==> src/rtl/uart_pkg.sv <==
// Shared definitions for the Wishbone UART: register offsets,
// status bit positions and FSM state encodings.
package uart_pkg;

    localparam logic [1:0] UART_TXDATA  = 2'd0;
    localparam logic [1:0] UART_RXDATA  = 2'd1;
    localparam logic [1:0] UART_STATUS  = 2'd2;
    localparam logic [1:0] UART_DIVISOR = 2'd3;

    localparam int ST_TX_FULL    = 0;
    localparam int ST_TX_EMPTY   = 1;
    localparam int ST_RX_VALID   = 2;
    localparam int ST_RX_OVERRUN = 3;
    localparam int ST_FRAME_ERR  = 4;
    localparam int ST_TX_BUSY    = 5;

    typedef enum logic [1:0] {
        TX_IDLE,
        TX_START,
        TX_DATA,
        TX_STOP
    } tx_state_t;

    typedef enum logic [1:0] {
        RX_IDLE,
        RX_START,
        RX_DATA,
        RX_STOP
    } rx_state_t;

endpackage

==> src/rtl/wishbone_if.sv <==
// Wishbone bus bundle; data_in is master write data,
// data_out is slave read data.
interface wishbone_if;

    logic [31:0] address;
    logic        cycle;
    logic        strobe;
    logic        write_enable;
    logic [3:0]  select;
    logic [31:0] data_in;
    logic [31:0] data_out;
    logic        ack;

    modport master (
        output address, cycle, strobe, write_enable,
        output select, data_in,
        input  data_out, ack
    );

    modport slave (
        input  address, cycle, strobe, write_enable,
        input  select, data_in,
        output data_out, ack
    );

endinterface

==> src/rtl/sync_fifo.sv <==
// Single-clock FIFO with fall-through read data.
// A full FIFO still accepts a push when a pop happens in the same cycle.
module sync_fifo #(
    parameter int WIDTH = 8,
    parameter int DEPTH = 8
) (
    input  logic                     clk,
    input  logic                     reset,
    input  logic                     push,
    input  logic                     pop,
    input  logic [WIDTH-1:0]         din,
    output logic [WIDTH-1:0]         dout,
    output logic                     full,
    output logic                     empty,
    output logic [$clog2(DEPTH):0]   count
);
    localparam int AW = $clog2(DEPTH);

    logic [WIDTH-1:0] mem [DEPTH];
    logic [AW-1:0]    wr_ptr;
    logic [AW-1:0]    rd_ptr;
    logic             do_push;
    logic             do_pop;

    assign full    = count == (AW + 1)'(DEPTH);
    assign empty   = count == '0;
    assign do_pop  = pop & !empty;
    assign do_push = push & (!full | do_pop);
    assign dout    = mem[rd_ptr];

    always_ff @(posedge clk) begin
        if (reset) begin
            wr_ptr <= '0;
            rd_ptr <= '0;
            count  <= '0;
        end else begin
            if (do_push) wr_ptr <= wr_ptr + AW'(1);
            if (do_pop)  rd_ptr <= rd_ptr + AW'(1);
            unique case ({do_push, do_pop})
                2'b10:   count <= count + (AW + 1)'(1);
                2'b01:   count <= count - (AW + 1)'(1);
                default: count <= count;
            endcase
        end
    end

    always_ff @(posedge clk) begin
        if (do_push) mem[wr_ptr] <= din;
    end

endmodule

==> src/rtl/wishbone_uart.sv <==
// Wishbone slave UART: 8N1 TX with FIFO, single-entry RX holding
// register, status register and programmable baud divisor.
module wishbone_uart
    import uart_pkg::*;
#(
    parameter int CLKS_PER_BIT  = 868,
    parameter int TX_FIFO_DEPTH = 8
) (
    input  logic      clk,
    input  logic      reset,
    wishbone_if.slave wb,
    output logic      uart_tx,
    input  logic      uart_rx
);
    localparam int CW = $clog2(TX_FIFO_DEPTH) + 1;

    logic          req, rd, wr;
    logic [1:0]    reg_sel;
    logic          tx_push, rd_rx, rd_status, wr_div;
    logic [15:0]   divisor, div_wr;
    logic [31:0]   rdata;
    logic [5:0]    status;
    logic          fifo_pop, fifo_full, fifo_empty;
    logic [7:0]    fifo_dout;
    logic [CW-1:0] fifo_count;
    logic          rx_valid, rx_overrun, frame_err;
    logic [7:0]    rx_byte;
    logic          unused_bits;

    tx_state_t     tx_state, tx_state_n;
    logic [15:0]   tx_cnt, tx_cnt_n, tx_div, tx_div_n;
    logic [2:0]    tx_idx, tx_idx_n;
    logic [7:0]    tx_shift, tx_shift_n;
    logic          tx_line_n, tx_tick, tx_frame;

    rx_state_t     rx_state, rx_state_n;
    logic [15:0]   rx_cnt, rx_cnt_n, rx_div, rx_div_n;
    logic [2:0]    rx_idx, rx_idx_n;
    logic [7:0]    rx_shift, rx_shift_n;
    logic          rx_s1, rx_s2, rx_s3;
    logic          rx_load, rx_ferr, rx_half_tick, rx_full_tick;

    assign req       = wb.cycle & wb.strobe & !wb.ack;
    assign reg_sel   = wb.address[3:2];
    assign wr        = req & wb.write_enable;
    assign rd        = req & !wb.write_enable;
    assign tx_push   = wr && reg_sel == UART_TXDATA && wb.select[0];
    assign rd_rx     = rd && reg_sel == UART_RXDATA;
    assign rd_status = rd && reg_sel == UART_STATUS;
    assign wr_div    = wr && reg_sel == UART_DIVISOR;

    assign unused_bits = ^{wb.address[31:4], wb.address[1:0],
                           wb.data_in[31:16], wb.select[3:2]};

    sync_fifo #(
        .WIDTH(8),
        .DEPTH(TX_FIFO_DEPTH)
    ) u_tx_fifo (
        .clk   (clk),
        .reset (reset),
        .push  (tx_push),
        .pop   (fifo_pop),
        .din   (wb.data_in[7:0]),
        .dout  (fifo_dout),
        .full  (fifo_full),
        .empty (fifo_empty),
        .count (fifo_count)
    );

    always_comb begin
        div_wr = divisor;
        if (wb.select[0]) div_wr[7:0]  = wb.data_in[7:0];
        if (wb.select[1]) div_wr[15:8] = wb.data_in[15:8];
        if (div_wr < 16'd2) div_wr = 16'd2;
    end

    always_comb begin
        status                = '0;
        status[ST_TX_FULL]    = fifo_full;
        status[ST_TX_EMPTY]   = fifo_empty;
        status[ST_RX_VALID]   = rx_valid;
        status[ST_RX_OVERRUN] = rx_overrun;
        status[ST_FRAME_ERR]  = frame_err;
        status[ST_TX_BUSY]    = tx_state != TX_IDLE;
    end

    always_comb begin
        rdata = '0;
        unique case (reg_sel)
            UART_TXDATA:  rdata = '0;
            UART_RXDATA:  rdata = {24'd0, rx_byte};
            UART_STATUS:  rdata = {26'd0, status};
            UART_DIVISOR: rdata = {16'd0, divisor};
        endcase
    end

    // Set beats clear so an error landing on a STATUS read is kept.
    always_ff @(posedge clk) begin
        if (reset) begin
            wb.ack      <= 1'b0;
            wb.data_out <= '0;
            divisor     <= 16'(CLKS_PER_BIT);
            rx_valid    <= 1'b0;
            rx_overrun  <= 1'b0;
            frame_err   <= 1'b0;
            rx_byte     <= '0;
        end else begin
            wb.ack      <= req;
            wb.data_out <= rd ? rdata : '0;
            if (wr_div) divisor <= div_wr;
            if (rd_status) begin
                rx_overrun <= 1'b0;
                frame_err  <= 1'b0;
            end
            if (rx_ferr) frame_err <= 1'b1;
            if (rx_load) begin
                rx_byte  <= rx_shift;
                rx_valid <= 1'b1;
                if (rx_valid && !rd_rx) rx_overrun <= 1'b1;
            end else if (rd_rx) begin
                rx_valid <= 1'b0;
            end
        end
    end

    assign tx_tick = tx_cnt == tx_div - 16'd1;

    always_comb begin
        tx_state_n = tx_state;
        tx_cnt_n   = tx_cnt + 16'd1;
        tx_div_n   = tx_div;
        tx_idx_n   = tx_idx;
        tx_shift_n = tx_shift;
        tx_line_n  = uart_tx;
        tx_frame   = 1'b0;
        fifo_pop   = 1'b0;
        unique case (tx_state)
            TX_IDLE: begin
                tx_cnt_n  = '0;
                tx_line_n = 1'b1;
                tx_frame  = 1'b1;
            end
            TX_START: if (tx_tick) begin
                tx_cnt_n   = '0;
                tx_idx_n   = '0;
                tx_line_n  = tx_shift[0];
                tx_state_n = TX_DATA;
            end
            TX_DATA: if (tx_tick) begin
                tx_cnt_n   = '0;
                tx_shift_n = {1'b0, tx_shift[7:1]};
                tx_line_n  = tx_shift[1];
                tx_idx_n   = tx_idx + 3'd1;
                if (tx_idx == 3'd7) begin
                    tx_line_n  = 1'b1;
                    tx_state_n = TX_STOP;
                end
            end
            TX_STOP: if (tx_tick) begin
                tx_cnt_n   = '0;
                tx_frame   = 1'b1;
                tx_state_n = TX_IDLE;
            end
            default: tx_state_n = TX_IDLE;
        endcase
        // Next frame starts straight from IDLE or STOP; divisor latched here.
        if (tx_frame && fifo_count != '0) begin
            fifo_pop   = 1'b1;
            tx_shift_n = fifo_dout;
            tx_div_n   = divisor;
            tx_cnt_n   = '0;
            tx_line_n  = 1'b0;
            tx_state_n = TX_START;
        end
    end

    assign rx_half_tick = rx_cnt == (rx_div >> 1) - 16'd1;
    assign rx_full_tick = rx_cnt == rx_div - 16'd1;

    always_comb begin
        rx_state_n = rx_state;
        rx_cnt_n   = rx_cnt + 16'd1;
        rx_div_n   = rx_div;
        rx_idx_n   = rx_idx;
        rx_shift_n = rx_shift;
        rx_load    = 1'b0;
        rx_ferr    = 1'b0;
        unique case (rx_state)
            RX_IDLE: begin
                rx_cnt_n = '0;
                if (rx_s3 && !rx_s2) begin
                    rx_div_n   = divisor;
                    rx_state_n = RX_START;
                end
            end
            RX_START: if (rx_half_tick) begin
                rx_cnt_n   = '0;
                rx_idx_n   = '0;
                rx_state_n = rx_s2 ? RX_IDLE : RX_DATA;
            end
            RX_DATA: if (rx_full_tick) begin
                rx_cnt_n   = '0;
                rx_shift_n = {rx_s2, rx_shift[7:1]};
                rx_idx_n   = rx_idx + 3'd1;
                if (rx_idx == 3'd7) rx_state_n = RX_STOP;
            end
            RX_STOP: if (rx_full_tick) begin
                rx_cnt_n   = '0;
                rx_load    = rx_s2;
                rx_ferr    = !rx_s2;
                rx_state_n = RX_IDLE;
            end
            default: rx_state_n = RX_IDLE;
        endcase
    end

    always_ff @(posedge clk) begin
        if (reset) begin
            tx_state <= TX_IDLE;
            tx_cnt   <= '0;
            tx_div   <= 16'(CLKS_PER_BIT);
            tx_idx   <= '0;
            tx_shift <= '0;
            uart_tx  <= 1'b1;
            rx_state <= RX_IDLE;
            rx_cnt   <= '0;
            rx_div   <= 16'(CLKS_PER_BIT);
            rx_idx   <= '0;
            rx_shift <= '0;
            rx_s1    <= 1'b1;
            rx_s2    <= 1'b1;
            rx_s3    <= 1'b1;
        end else begin
            tx_state <= tx_state_n;
            tx_cnt   <= tx_cnt_n;
            tx_div   <= tx_div_n;
            tx_idx   <= tx_idx_n;
            tx_shift <= tx_shift_n;
            uart_tx  <= tx_line_n;
            rx_state <= rx_state_n;
            rx_cnt   <= rx_cnt_n;
            rx_div   <= rx_div_n;
            rx_idx   <= rx_idx_n;
            rx_shift <= rx_shift_n;
            rx_s1    <= uart_rx;
            rx_s2    <= rx_s1;
            rx_s3    <= rx_s2;
        end
    end

endmodule

==> src/flat_wrapper.sv <==
// flat-port wrapper written by rule: the top's interface ports become plain ports
module wishbone_uart_flat import uart_pkg::*;
#(
    parameter int CLKS_PER_BIT  = 868,
    parameter int TX_FIFO_DEPTH = 8
)
  (clk, reset, uart_tx, uart_rx, wb_address, wb_cycle, wb_strobe, wb_write_enable, wb_select, wb_data_in, wb_data_out, wb_ack);
  wishbone_if wb_i ();
  input  logic clk;
  input  logic reset;
  output logic uart_tx;
  input  logic uart_rx;
  input wire logic [$bits(wb_i.address)-1:0] wb_address;
  input wire logic [$bits(wb_i.cycle)-1:0] wb_cycle;
  input wire logic [$bits(wb_i.strobe)-1:0] wb_strobe;
  input wire logic [$bits(wb_i.write_enable)-1:0] wb_write_enable;
  input wire logic [$bits(wb_i.select)-1:0] wb_select;
  input wire logic [$bits(wb_i.data_in)-1:0] wb_data_in;
  output wire logic [$bits(wb_i.data_out)-1:0] wb_data_out;
  output wire logic [$bits(wb_i.ack)-1:0] wb_ack;
  assign wb_i.address = wb_address;
  assign wb_i.cycle = wb_cycle;
  assign wb_i.strobe = wb_strobe;
  assign wb_i.write_enable = wb_write_enable;
  assign wb_i.select = wb_select;
  assign wb_i.data_in = wb_data_in;
  assign wb_data_out = wb_i.data_out;
  assign wb_ack = wb_i.ack;
  wishbone_uart #(.CLKS_PER_BIT(CLKS_PER_BIT), .TX_FIFO_DEPTH(TX_FIFO_DEPTH)) u_core (.clk(clk), .reset(reset), .wb(wb_i), .uart_tx(uart_tx), .uart_rx(uart_rx));
endmodule
==> config.mk <==
export PLATFORM = sky130hd
export DESIGN_NAME = wishbone_uart_flat
export DESIGN_NICKNAME = d
export VERILOG_FILES = /design/src/rtl/uart_pkg.sv /design/src/rtl/wishbone_if.sv /design/src/rtl/sync_fifo.sv /design/src/rtl/wishbone_uart.sv /design/src/flat_wrapper.sv
export SDC_FILE = /design/constraint.sdc
export NUM_CORES = 1
export LEC_CHECK = 0
export ABC_AREA = 1
export BUFFER_PORTS_ARGS = -buffer_cell sky130_fd_sc_hd__clkbuf_2
export CELL_PAD_IN_SITES_DETAIL_PLACEMENT = 1
export CELL_PAD_IN_SITES_GLOBAL_PLACEMENT = 2
export CORE_MARGIN = 2
export CORE_UTILIZATION = 35
export DETAILED_ROUTE_END_ITERATION = 12
export GPL_TIMING_DRIVEN = 0
export HOLD_SLACK_MARGIN = 0.08
export PLACE_DENSITY = 0.82
export SYNTH_ARGS = -nofsm -noshare
export SYNTH_HDL_FRONTEND = slang
export SYNTH_SLANG_ARGS = --single-unit
==> constraint.sdc <==
create_clock -name clk -period 3.7 [get_ports clk]
set_input_delay 0.37 -clock clk [delete_from_list [all_inputs] [get_ports clk]]
set_output_delay 0.37 -clock clk [all_outputs]
set_load 0.05 [all_outputs]
==> metrics <==
crit-path cells inv_1, ha_2, inv_1, nand2_1, nand2_1, nand2_1, nand2_1, inv_1, nand2_1, nor2_1, nand3_1, nor2_1, nand3_2, nand2_2, nand2_1, nand2_2, nand2_2, inv_1, nand2_1, nor3_2; Pwr Density 573 nW/µm²; cell taking the most area after synthesis dfxtp_1; Vias 8963; Final Cycle Share 0.909; crit path launch type flop; die height 177 µm; DIE AREA 31300 µm²; drt pass-1 iters 4; Top FF cell, synth dfxtp_1; CTS tree done; critical setup path kind flop to flop; vias in the first global route 9141; Synth top cells by count nand2_1, nor2_1, dfxtp_1; biggest cell delay along the critical path 0.68 ns; Req. time, crit path 3.86 ns; Max Freq just under 300 MHz; # clock sinks around 220; first-pass GRT wire length 48100 µm; Clk pwr share 0.380; post-synthesis cell type count 51; storage element area 4940 µm²; Max Slew Vio Count 0; CTS Buf Count 26; peak supply drop 331 µV; Layout area overhead 16.6%; I/O Pins about 110; slack of the critical path ~0.33 ns; Slowest cell on crit path nor3_2; cells after synthesis 1303; core area between 20000 and 30000 µm²; antenna cells 0; Post-synth ARST share 0; die width roughly 180 µm; routed len/inst 16.2 µm; Total GRT Usage 0.191; EDFF count, synth between 60 and 70; syn avg cell area 8.04 µm²; Synthesis Warnings 0; max cap viols 0; Clock transition at path regs 0.06 ns; switching power roughly 2.3 mW; sequential share of the synthesized area 0.472; Max Clock Skew 0.0135 ns; XOR/XNOR Fraction of Synth Area 0.0619; GP Congestion 0.821; CTS max path bufs 3; area used by multi-input combinational logic 4870 µm²; unrepaired setup endpoints after global routing no; clk_lat worst skew roughly 0.54 ns; root buffer cell clkbuf_16; Comb pwr share 0.231; power share of the sequential group 0.389; Vias/cell 4.97; compound-cell area share of the yosys netlist 0.127; # fillers 3597; area of the mapped netlist between 10000 and 15000 µm²; largest family of logic cells by synthesized area simple AND/OR/NAND/NOR gates; num rows 63; outcome finished, final reports clean; Worst-Margin Slew 0.850 ns; mux cell area share after synthesis 0.00191; number of routed nets with antenna violations 0; post-layout min period 3.37 ns; layout cell share with drive strength beyond 1 0.115; Adder-Cell Fraction of Synth Area 0.0246; drc violations 0; final hold violation count 0; CP dominant cell by count nand2_1; drt total wl 29300 µm; pin count of the biggest net entering global routing 14; Post-Place Setup Slack -0.211 ns; initial antenna violation count 0; Leak 4.78 nW; crit path DAT 3.52 ns; top-count cell post-synth nand2_1; Setup crit end kind flop; Min-Delay Path Class input port to flop; post-layout util 0.413; hpwl dp 21900 µm; Initial Util 0.354; leading cell types by total area after synthesis dfxtp_1, edfxtp_1, nand2_1, nor2_1, o21ai_0; Max FO, Critical Path 8; CTS H-tree depth 1; Iteration-0 DRC Markers 475; Internal between 4 and 5 mW; headroom to the max-slew limit 0.430; top cell type's share of synthesized area 0.289; simple-gate portion of the synthesized area 0.240; Sw Share 0.325; Buffers on Ports 42; Overflow after GRT 0; Final nets 1487; number of synthesized register bits 215; Setup-failing EPs final 0
layer usage:
metal / part of all wire / GRT usage
met1: 0.47 / 0.253
met2: 0.48 / 0.333
met3: 0.024 / 0.0221
met4: 0.024 / 0.0451
met5: 0 / 0
cells by family after synthesis:
family	after synthesis
mux	2
compound gates	240
flops	215
buf+inv	179
xor+xnor	74
fa+ha+maj	20
simple gates	572
other cells	1
through the flow:
stage | cells | hold slack [ns] | setup TNS, ns | area [µm²] | power [mW]
6_report | 1803 | 0.147 | 0 | 12200 | 7.00
5_1_grt | 1803 | 0.171 | 0 | 12200 | 7.40
4_1_cts | 1799 | 0.129 | -3.30 | 12200 | 7.07
3_5_place_dp | 1750 | 0.400 | -8.19 | 11200 | 4.38
3_3_place_gp | 1750 | 0.393 | -3.82 | 11200 | 4.34
2_1_floorplan | 1318 | 0.389 | 0 | 10500 | 3.92
critical path: cells and delay by family (launching register included):
kind / cells / cell delay (ns)
and+or+nand+nor: 15 / 2.03
DFF: 1 / 0.32
adders and majority gates: 1 / 0.26
buffers and inverters: 4 / 0.36
layout by cell type, fill, tap and decap left out, types with 43 or more instances in the layout:
cell type	n
a21oi_1	74
clkbuf_2	43
dfxtp_1	151
edfxtp_1	64
inv_1	113
nand2_1	226
nand3_1	63
nor2_1	181
o21ai_0	100
xor2_1	47
worst paths after layout:
path | start | end | slack [ns] | cells past startpoint
worst min register to register | u_core.rx_s1 | u_core.rx_s2 | 0.42 | 1
worst min-delay path | wb_strobe | u_core.wb.ack | 0.15 | 5
worst max-delay path | u_core.tx_div[0] | u_core.u_tx_fifo.mem[7][2] | 0.33 | 20
worst max register to register | u_core.tx_div[0] | u_core.u_tx_fifo.mem[7][2] | 0.33 | 20
state kept, by name, summed over array words and instances (netlist names), 4 cells and up, named ones only:
register and count:
u_core.tx_div 16, u_core.u_tx_fifo.count 4, u_core.tx_cnt 16, u_core.tx_shift 8
u_core.rx_byte 8, u_core.u_tx_fifo.mem 64, u_core.wb.data_out 16, u_core.rx_cnt 16
u_core.rx_shift 8, u_core.divisor 16, u_core.rx_div 16
power by group through the flow:
stage / Sequential [mW] / Combinational [mW] / Clock, mW
finish: 2.72 / 1.62 / 2.66
CTS: 2.72 / 1.63 / 2.72
global placement: 2.77 / 1.57 / 0
detailed placement: 2.77 / 1.61 / 0
global route: 2.75 / 1.84 / 2.81
floorplan: 2.74 / 1.18 / 0
what timing repair did:
action                                  CTS  global route
gates resized for setup                   5             5
endpoints found under the setup margin   64            32
endpoints found under the hold margin     1             0
hold buffers                              1             0
buffers inserted                          0             3
area by class of cell:
| class | instances | share of cell area |
|---|---|---|
| inverters | 119 | 0.0372 |
| flip-flops and latches | 215 | 0.405 |
| repair buffers | 47 | 0.0203 |
| multi-input cells | 924 | 0.399 |
| clock inverters | 17 | 0.0164 |
| well taps | 390 | 0.0399 |
| clock buffers | 31 | 0.0574 |
| plain buffers | 60 | 0.0255 |
Note: power is estimated with default switching activity, not from simulation.
